[src/rtl/uart_hs_phy_if.sv]
// Byte handshake bundle between the UART wrapper (master) and the serial PHY (slave).
// Two independent 4-phase req/ack pairs: receive (PHY -> wrapper) and send (wrapper -> PHY).
interface uart_hs_phy_if;
  logic       uart_rec_req;
  logic       uart_rec_ack;
  logic [7:0] uart_data_out;
  logic       uart_send_req;
  logic       uart_send_ack;
  logic [7:0] uart_data_in;

  modport master (
    input  uart_rec_req, uart_data_out, uart_send_ack,
    output uart_rec_ack, uart_send_req, uart_data_in
  );

  modport slave (
    output uart_rec_req, uart_data_out, uart_send_ack,
    input  uart_rec_ack, uart_send_req, uart_data_in
  );
endinterface

[src/rtl/uart_hs_phy.sv]
// 8N1 UART PHY with 4-phase req/ack byte handshakes toward a wrapper on an unrelated clock.
// Send ack 3 cycles after req (2 sync + 1); a busy receive handshake drops good frames (rx_overrun).
module uart_hs_phy #(
  parameter int CLK_FREQ = 50000000,
  parameter int BAUD     = 115200
) (
  input  logic         sys_clk,
  input  logic         sys_rst_n,
  input  logic         uart_rxd,
  output logic         uart_txd,
  uart_hs_phy_if.slave hs,
  output logic         rx_overrun,
  output logic         rx_frame_err
);

  localparam int BPS_CNT = CLK_FREQ / BAUD;
  localparam int CW      = $clog2(BPS_CNT);
  localparam logic [CW-1:0] BIT_LAST  = CW'(BPS_CNT - 1);
  localparam logic [CW-1:0] HALF_LAST = CW'(BPS_CNT / 2 - 1);

  typedef enum logic [1:0] {ST_IDLE, ST_START, ST_DATA, ST_STOP} state_t;

  logic rxd_meta, rxd_s, rxd_d;
  logic ack_meta, ack_s;
  logic req_meta, req_s;

  always_ff @(posedge sys_clk or negedge sys_rst_n) begin
    if (!sys_rst_n) begin
      rxd_meta <= 1'b1;
      rxd_s    <= 1'b1;
      rxd_d    <= 1'b1;
      ack_meta <= 1'b0;
      ack_s    <= 1'b0;
      req_meta <= 1'b0;
      req_s    <= 1'b0;
    end else begin
      rxd_meta <= uart_rxd;
      rxd_s    <= rxd_meta;
      rxd_d    <= rxd_s;
      ack_meta <= hs.uart_rec_ack;
      ack_s    <= ack_meta;
      req_meta <= hs.uart_send_req;
      req_s    <= req_meta;
    end
  end

  state_t          rx_state;
  logic [CW-1:0]   rx_cnt;
  logic [2:0]      rx_idx;
  logic [7:0]      rx_shift;
  logic            rx_load;

  always_ff @(posedge sys_clk or negedge sys_rst_n) begin
    if (!sys_rst_n) begin
      rx_state         <= ST_IDLE;
      rx_cnt           <= '0;
      rx_idx           <= '0;
      rx_shift         <= '0;
      rx_load          <= 1'b0;
      rx_overrun       <= 1'b0;
      rx_frame_err     <= 1'b0;
      hs.uart_rec_req  <= 1'b0;
      hs.uart_data_out <= '0;
    end else begin
      rx_overrun   <= 1'b0;
      rx_frame_err <= 1'b0;
      rx_load      <= 1'b0;
      if (rx_load) begin
        hs.uart_data_out <= rx_shift;
        hs.uart_rec_req  <= 1'b1;
      end else if (hs.uart_rec_req && ack_s) begin
        hs.uart_rec_req  <= 1'b0;
      end
      case (rx_state)
        ST_IDLE: begin
          if (rxd_d && !rxd_s) begin
            rx_state <= ST_START;
            rx_cnt   <= '0;
          end
        end
        ST_START: begin
          // Mid-start-bit recheck filters line glitches.
          if (rx_cnt == HALF_LAST) begin
            rx_cnt   <= '0;
            rx_idx   <= '0;
            rx_state <= rxd_s ? ST_IDLE : ST_DATA;
          end else begin
            rx_cnt <= rx_cnt + 1'b1;
          end
        end
        ST_DATA: begin
          if (rx_cnt == BIT_LAST) begin
            rx_cnt   <= '0;
            rx_shift <= {rxd_s, rx_shift[7:1]};
            if (rx_idx == 3'd7) rx_state <= ST_STOP;
            else                rx_idx   <= rx_idx + 1'b1;
          end else begin
            rx_cnt <= rx_cnt + 1'b1;
          end
        end
        ST_STOP: begin
          if (rx_cnt == BIT_LAST) begin
            rx_cnt   <= '0;
            rx_state <= ST_IDLE;
            if (!rxd_s)                         rx_frame_err <= 1'b1;
            else if (hs.uart_rec_req || ack_s)  rx_overrun   <= 1'b1;
            else                                rx_load      <= 1'b1;
          end else begin
            rx_cnt <= rx_cnt + 1'b1;
          end
        end
        default: rx_state <= ST_IDLE;
      endcase
    end
  end

  state_t          tx_state;
  logic [CW-1:0]   tx_cnt;
  logic [2:0]      tx_idx;
  logic [7:0]      tx_shift;

  always_ff @(posedge sys_clk or negedge sys_rst_n) begin
    if (!sys_rst_n) begin
      tx_state         <= ST_IDLE;
      tx_cnt           <= '0;
      tx_idx           <= '0;
      tx_shift         <= '0;
      uart_txd         <= 1'b1;
      hs.uart_send_ack <= 1'b0;
    end else begin
      // Ack release follows req alone so the wrapper can re-arm mid-frame.
      if (!req_s) hs.uart_send_ack <= 1'b0;
      case (tx_state)
        ST_IDLE: begin
          uart_txd <= 1'b1;
          if (req_s && !hs.uart_send_ack) begin
            tx_shift         <= hs.uart_data_in;
            hs.uart_send_ack <= 1'b1;
            tx_state         <= ST_START;
            tx_cnt           <= '0;
            uart_txd         <= 1'b0;
          end
        end
        ST_START: begin
          if (tx_cnt == BIT_LAST) begin
            tx_cnt   <= '0;
            tx_idx   <= '0;
            uart_txd <= tx_shift[0];
            tx_shift <= {1'b0, tx_shift[7:1]};
            tx_state <= ST_DATA;
          end else begin
            tx_cnt <= tx_cnt + 1'b1;
          end
        end
        ST_DATA: begin
          if (tx_cnt == BIT_LAST) begin
            tx_cnt <= '0;
            if (tx_idx == 3'd7) begin
              uart_txd <= 1'b1;
              tx_state <= ST_STOP;
            end else begin
              uart_txd <= tx_shift[0];
              tx_shift <= {1'b0, tx_shift[7:1]};
              tx_idx   <= tx_idx + 1'b1;
            end
          end else begin
            tx_cnt <= tx_cnt + 1'b1;
          end
        end
        ST_STOP: begin
          if (tx_cnt == BIT_LAST) begin
            tx_cnt   <= '0;
            tx_state <= ST_IDLE;
          end else begin
            tx_cnt <= tx_cnt + 1'b1;
          end
        end
        default: tx_state <= ST_IDLE;
      endcase
    end
  end

endmodule
[src/flat_wrapper.sv]
// flat-port wrapper written by rule: the top's interface ports become plain ports
module uart_hs_phy_flat 
#(
  parameter int CLK_FREQ = 50000000,
  parameter int BAUD     = 115200
)
  (sys_clk, sys_rst_n, uart_rxd, uart_txd, rx_overrun, rx_frame_err, hs_uart_rec_req, hs_uart_data_out, hs_uart_send_ack, hs_uart_rec_ack, hs_uart_send_req, hs_uart_data_in);
  uart_hs_phy_if hs_i ();
  input  logic sys_clk;
  input  logic sys_rst_n;
  input  logic uart_rxd;
  output logic uart_txd;
  output logic rx_overrun;
  output logic rx_frame_err;
  output wire logic [$bits(hs_i.uart_rec_req)-1:0] hs_uart_rec_req;
  output wire logic [$bits(hs_i.uart_data_out)-1:0] hs_uart_data_out;
  output wire logic [$bits(hs_i.uart_send_ack)-1:0] hs_uart_send_ack;
  input wire logic [$bits(hs_i.uart_rec_ack)-1:0] hs_uart_rec_ack;
  input wire logic [$bits(hs_i.uart_send_req)-1:0] hs_uart_send_req;
  input wire logic [$bits(hs_i.uart_data_in)-1:0] hs_uart_data_in;
  assign hs_uart_rec_req = hs_i.uart_rec_req;
  assign hs_uart_data_out = hs_i.uart_data_out;
  assign hs_uart_send_ack = hs_i.uart_send_ack;
  assign hs_i.uart_rec_ack = hs_uart_rec_ack;
  assign hs_i.uart_send_req = hs_uart_send_req;
  assign hs_i.uart_data_in = hs_uart_data_in;
  uart_hs_phy #(.CLK_FREQ(CLK_FREQ), .BAUD(BAUD)) u_core (.sys_clk(sys_clk), .sys_rst_n(sys_rst_n), .uart_rxd(uart_rxd), .uart_txd(uart_txd), .hs(hs_i), .rx_overrun(rx_overrun), .rx_frame_err(rx_frame_err));
endmodule
[config.mk]
export PLATFORM = sky130hd
export DESIGN_NAME = uart_hs_phy_flat
export DESIGN_NICKNAME = d
export VERILOG_FILES = /design/src/rtl/uart_hs_phy_if.sv /design/src/rtl/uart_hs_phy.sv /design/src/flat_wrapper.sv
export SDC_FILE = /design/constraint.sdc
export NUM_CORES = 1
export LEC_CHECK = 0
export BUFFER_PORTS_ARGS = -buffer_cell sky130_fd_sc_hd__buf_4
export CELL_PAD_IN_SITES_DETAIL_PLACEMENT = 0
export CELL_PAD_IN_SITES_GLOBAL_PLACEMENT = 1
export CORE_MARGIN = 5
export CORE_UTILIZATION = 50
export DETAILED_ROUTE_END_ITERATION = 8
export GPL_TIMING_DRIVEN = 0
export PLACE_DENSITY = 0.92
export SYNTH_ARGS = -nofsm -noshare
export SYNTH_HDL_FRONTEND = slang
export SYNTH_SLANG_ARGS = --single-unit
[constraint.sdc]
create_clock -name sys_clk -period 3.1 [get_ports sys_clk]
set_clock_uncertainty 0.05 [all_clocks]
set_input_delay 0.31 -clock sys_clk [delete_from_list [all_inputs] [get_ports sys_clk]]
set_output_delay 0.31 -clock sys_clk [all_outputs]
set_load 0.05 [all_outputs]
==> key figures <==
Detailed routing
  • DRC viols: 0
  • Antenna-violating nets left: 0
  • Drt pass-1 iters: 4
  • Routed wire length per instance: 14.5 µm
  • DR vias: 2,207
  • Number of DRC markers in iteration 0: 70
  • Drt total wl: 5770 µm
  • Vias per cell: 5.55

Clock tree
  • Post_cts resized: 0
  • CTS Sinks: 65
  • CTS tree: built
  • Clock buffers created by TritonCTS: 9
  • Postcts setup bufs: 0
  • Clock Latency Late Sink: 0.35 ns
  • Maximum clock insertion buffer count: 2
  • Root Driver: clkbuf_8
  • H-tree depth: 3
  • Reg clk slew, reported paths: 0.07 ns

Global route
  • GRT Util Overall: 15.7%
  • First-pass GRT wire length: 9690 µm
  • Vias in the first global route: 2,133
  • Initial antenna violation count: 0
  • Largest net degree at the start of global routing: 66
  • Aggregate global routing overflow: 0

Setup path
  • Slowest cell on crit path: dfrtp_1
  • Worst-path fanout max: 10
  • Crit path required time: 3.28 ns
  • CP peak stage delay: 0.42 ns
  • Critical-path cell list: inv_1, ha_1, clkbuf_1, buf_1, mux2_2, mux2_4
  • Setup CP Type: reg -> reg
  • Arr. time, crit path: 2.49 ns
  • Crit end category: flip-flop
  • Worst Setup Start Kind: flip-flop

Synthesis
  • EDFF count, synth: 0
  • Yosys warnings: 0
  • Unique cell type count in the Yosys netlist: 52
  • Mapped Nets: 307
  • Post-synth top area cell: dfrtp_1
  • #FFs+latches synth: 65
  • Area contributors post-synth: dfrtp_1 (48%), mux2_2 (10%), ha_1 (5.9%), dfstp_2 (3.3%), o21ai_0 (3.0%)
  • Most common cell in the netlist: dfrtp_1
  • Sequential share of the synthesized area: 51.4%
  • Synthesized netlist cell count: 279
  • Post-synthesis average cell area: 11.4 µm²
  • Asr flop ratio synth: 100%
  • Synth Cell Area: 3180 µm²
  • Commonest cells in the netlist: dfrtp_1 (61), mux2_2 (29), nand2_1 (22)
  • Top-area cell type share of the netlist area: 48.1%
  • Synth Flop Type: dfrtp_1

STA
  • Setup TNS: 0 ns
  • Final setup viols: 0
  • Worst-Margin Slew: 1.14 ns
  • Slew headroom: 23.7%
  • Min Tclk post-route: 2.31 ns
  • Fin crit share: 74.4%
  • Final hold violation count: 13
  • Fmax: 433 MHz
  • Max Slew Vio Count: 0
  • RSZ-0062 raised after global routing: no
  • Hold_ws: -0.0102 ns

Cells and area
  • Post-Layout Cell Count: 398
  • Layout cells sized above 1: 27.1%
  • Ant. Diodes: 0
  • Area Growth Syn to Fin: 15.6%
  • Multi-input gate area: 1460 µm²
  • Final nets: 344
  • Layout fillers: 536
  • Storage element area: 1630 µm²

Placement
  • Final GP Congestion: 0.773
  • Port bufs: 25
  • Hpwl dp: 4090 µm
  • Dpl cells: 381

Pwr
  • P_sw: 1.07 mW
  • Internal Pwr Total: 1.91 mW
  • Flop pwr share: 38.7%
  • Sw Ratio: 35.8%
  • Leak: 1.70 nW
  • Pwr Density: 810 nW/µm²
  • Combinational share of power: 37.2%
  • Worst vdd ir: 0.555 mV
  • Clock network power share: 24.1%

Die
  • Die height: 89.7 µm
  • DIE AREA: 8050 µm²
  • Row cnt: 29
  • Core Area: 6280 µm²
  • Die width: 89.7 µm
  • I/O Pins: 26
  • Initial Util: 50.6%

Worst hold path
  • Tightest Hold Check Type: in -> async

Run status
  • Failing checks: negative hold slack
  • Outcome: finished with violations

Flow run
  • Max cap viols: 0
==> power by group through the flow <==
stage	logic [mW]	registers (mW)	clock network (mW)
6_report	1.11	1.15	0.715
4_1_cts	1.12	1.15	0.740
5_1_grt	1.24	1.17	0.778
3_3_place_gp	1.08	1.16	0
2_1_floorplan	0.846	1.17	0
3_5_place_dp	1.11	1.17	0
==> stage by stage <==
step	instance area, µm²	utilization, %	hold WS (ns)	power [mW]	setup slack (ns)
detailed placement	3460	55.1	0.290	2.27	0.818
global route	3670	58.5	0.00364	3.19	0.588
CTS	3670	58.5	0.00158	3.01	0.783
finish	3670	58.5	-0.0102	2.97	0.792
floorplan	3180	-	-0.0356	2.01	1.06
global placement	3460	55.1	0.283	2.23	0.833
==> critical path, delay by kind of cell (launching register included) <==
family,cells,cell delay [ns]
buffers and inverters,3,0.79
adder cells (fa/ha/maj),1,0.29
multiplexers,2,0.64
flip-flops,1,0.42
==> final timing paths <==
check                                   startpoint                 end  slack [ns]  depth (start not counted)
worst max-delay path            u_core.tx_state[1]  u_core.tx_shift[6]        0.79                          6
worst min-delay path                     sys_rst_n    u_core.tx_cnt[2]       -0.01                          1
worst max register to register  u_core.tx_state[1]  u_core.tx_shift[6]        0.79                          6
worst min register to register     u_core.req_meta        u_core.req_s        0.31                          0
max in group asynchronous                sys_rst_n    u_core.rx_cnt[0]        2.49                          1
min in group sys_clk              hs_uart_send_req     u_core.req_meta        0.02                          1
==> cell usage in the layout, fill, tap and decap left out, types with 3 or more instances in the layout <==
cell / n
a21oi_1: 5
nor2_1: 16
ha_1: 15
clkbuf_1: 4
o211ai_1: 4
nand2_1: 22
a22o_1: 6
clkinvlp_4: 3
nor2b_1: 4
dfstp_2: 4
o22ai_1: 5
nand3_1: 6
dfrtp_1: 61
mux2_2: 29
clkbuf_8: 9
nor3_1: 6
inv_1: 16
xnor2_1: 3
mux2_4: 3
o21ai_0: 19
buf_4: 25
nand4_1: 5
==> layer usage <==
layer	routed length (µm)	share of wire [%]	GRT usage [%]
met1	2570	44	19.3
met3	234	4.1	5.11
met5	0	0	0
met4	25	0.43	5.14
met2	2940	51	25.9
==> flip-flops by register name, summed over array words and instances, names as in the netlist, 2 cells and up, named ones only <==
| name | flops |
|---|---|
| u_core.rx_cnt | 9 |
| u_core.tx_state | 2 |
| u_core.tx_idx | 3 |
| u_core.tx_cnt | 9 |
| u_core.tx_shift | 8 |
| u_core.rx_shift | 8 |
| u_core.rx_idx | 3 |
| u_core.hs.uart_data_out | 8 |
==> cells by family after synthesis <==
kind of cell	after synthesis	share of synthesized area (%)
xor+xnor	5	1.38
flops	65	51.4
simple gates	80	13.6
buf+inv	22	2.64
fa+ha+maj	15	5.91
mux	33	12.0
compound gates	59	13.1
==> area by class of cell <==
class	instances	area share, %
Buffer	6	0.647
Clock buffer	9	3.37
Clock inverter	7	2.15
Inverter	16	1.64
Multi-Input combinational cell	192	39.8
Sequential cell	65	44.4
Tap cell	77	2.62
Timing Repair Buffer	26	5.38
==> timing repair <==
item | 4_1_cts | 5_1_grt
hold endpoints to repair | 1 | 0
hold buffers | 1 | 0
endpoints found under the setup margin | 0 | 0
No activity file was read; power rests on OpenSTA's default activity.
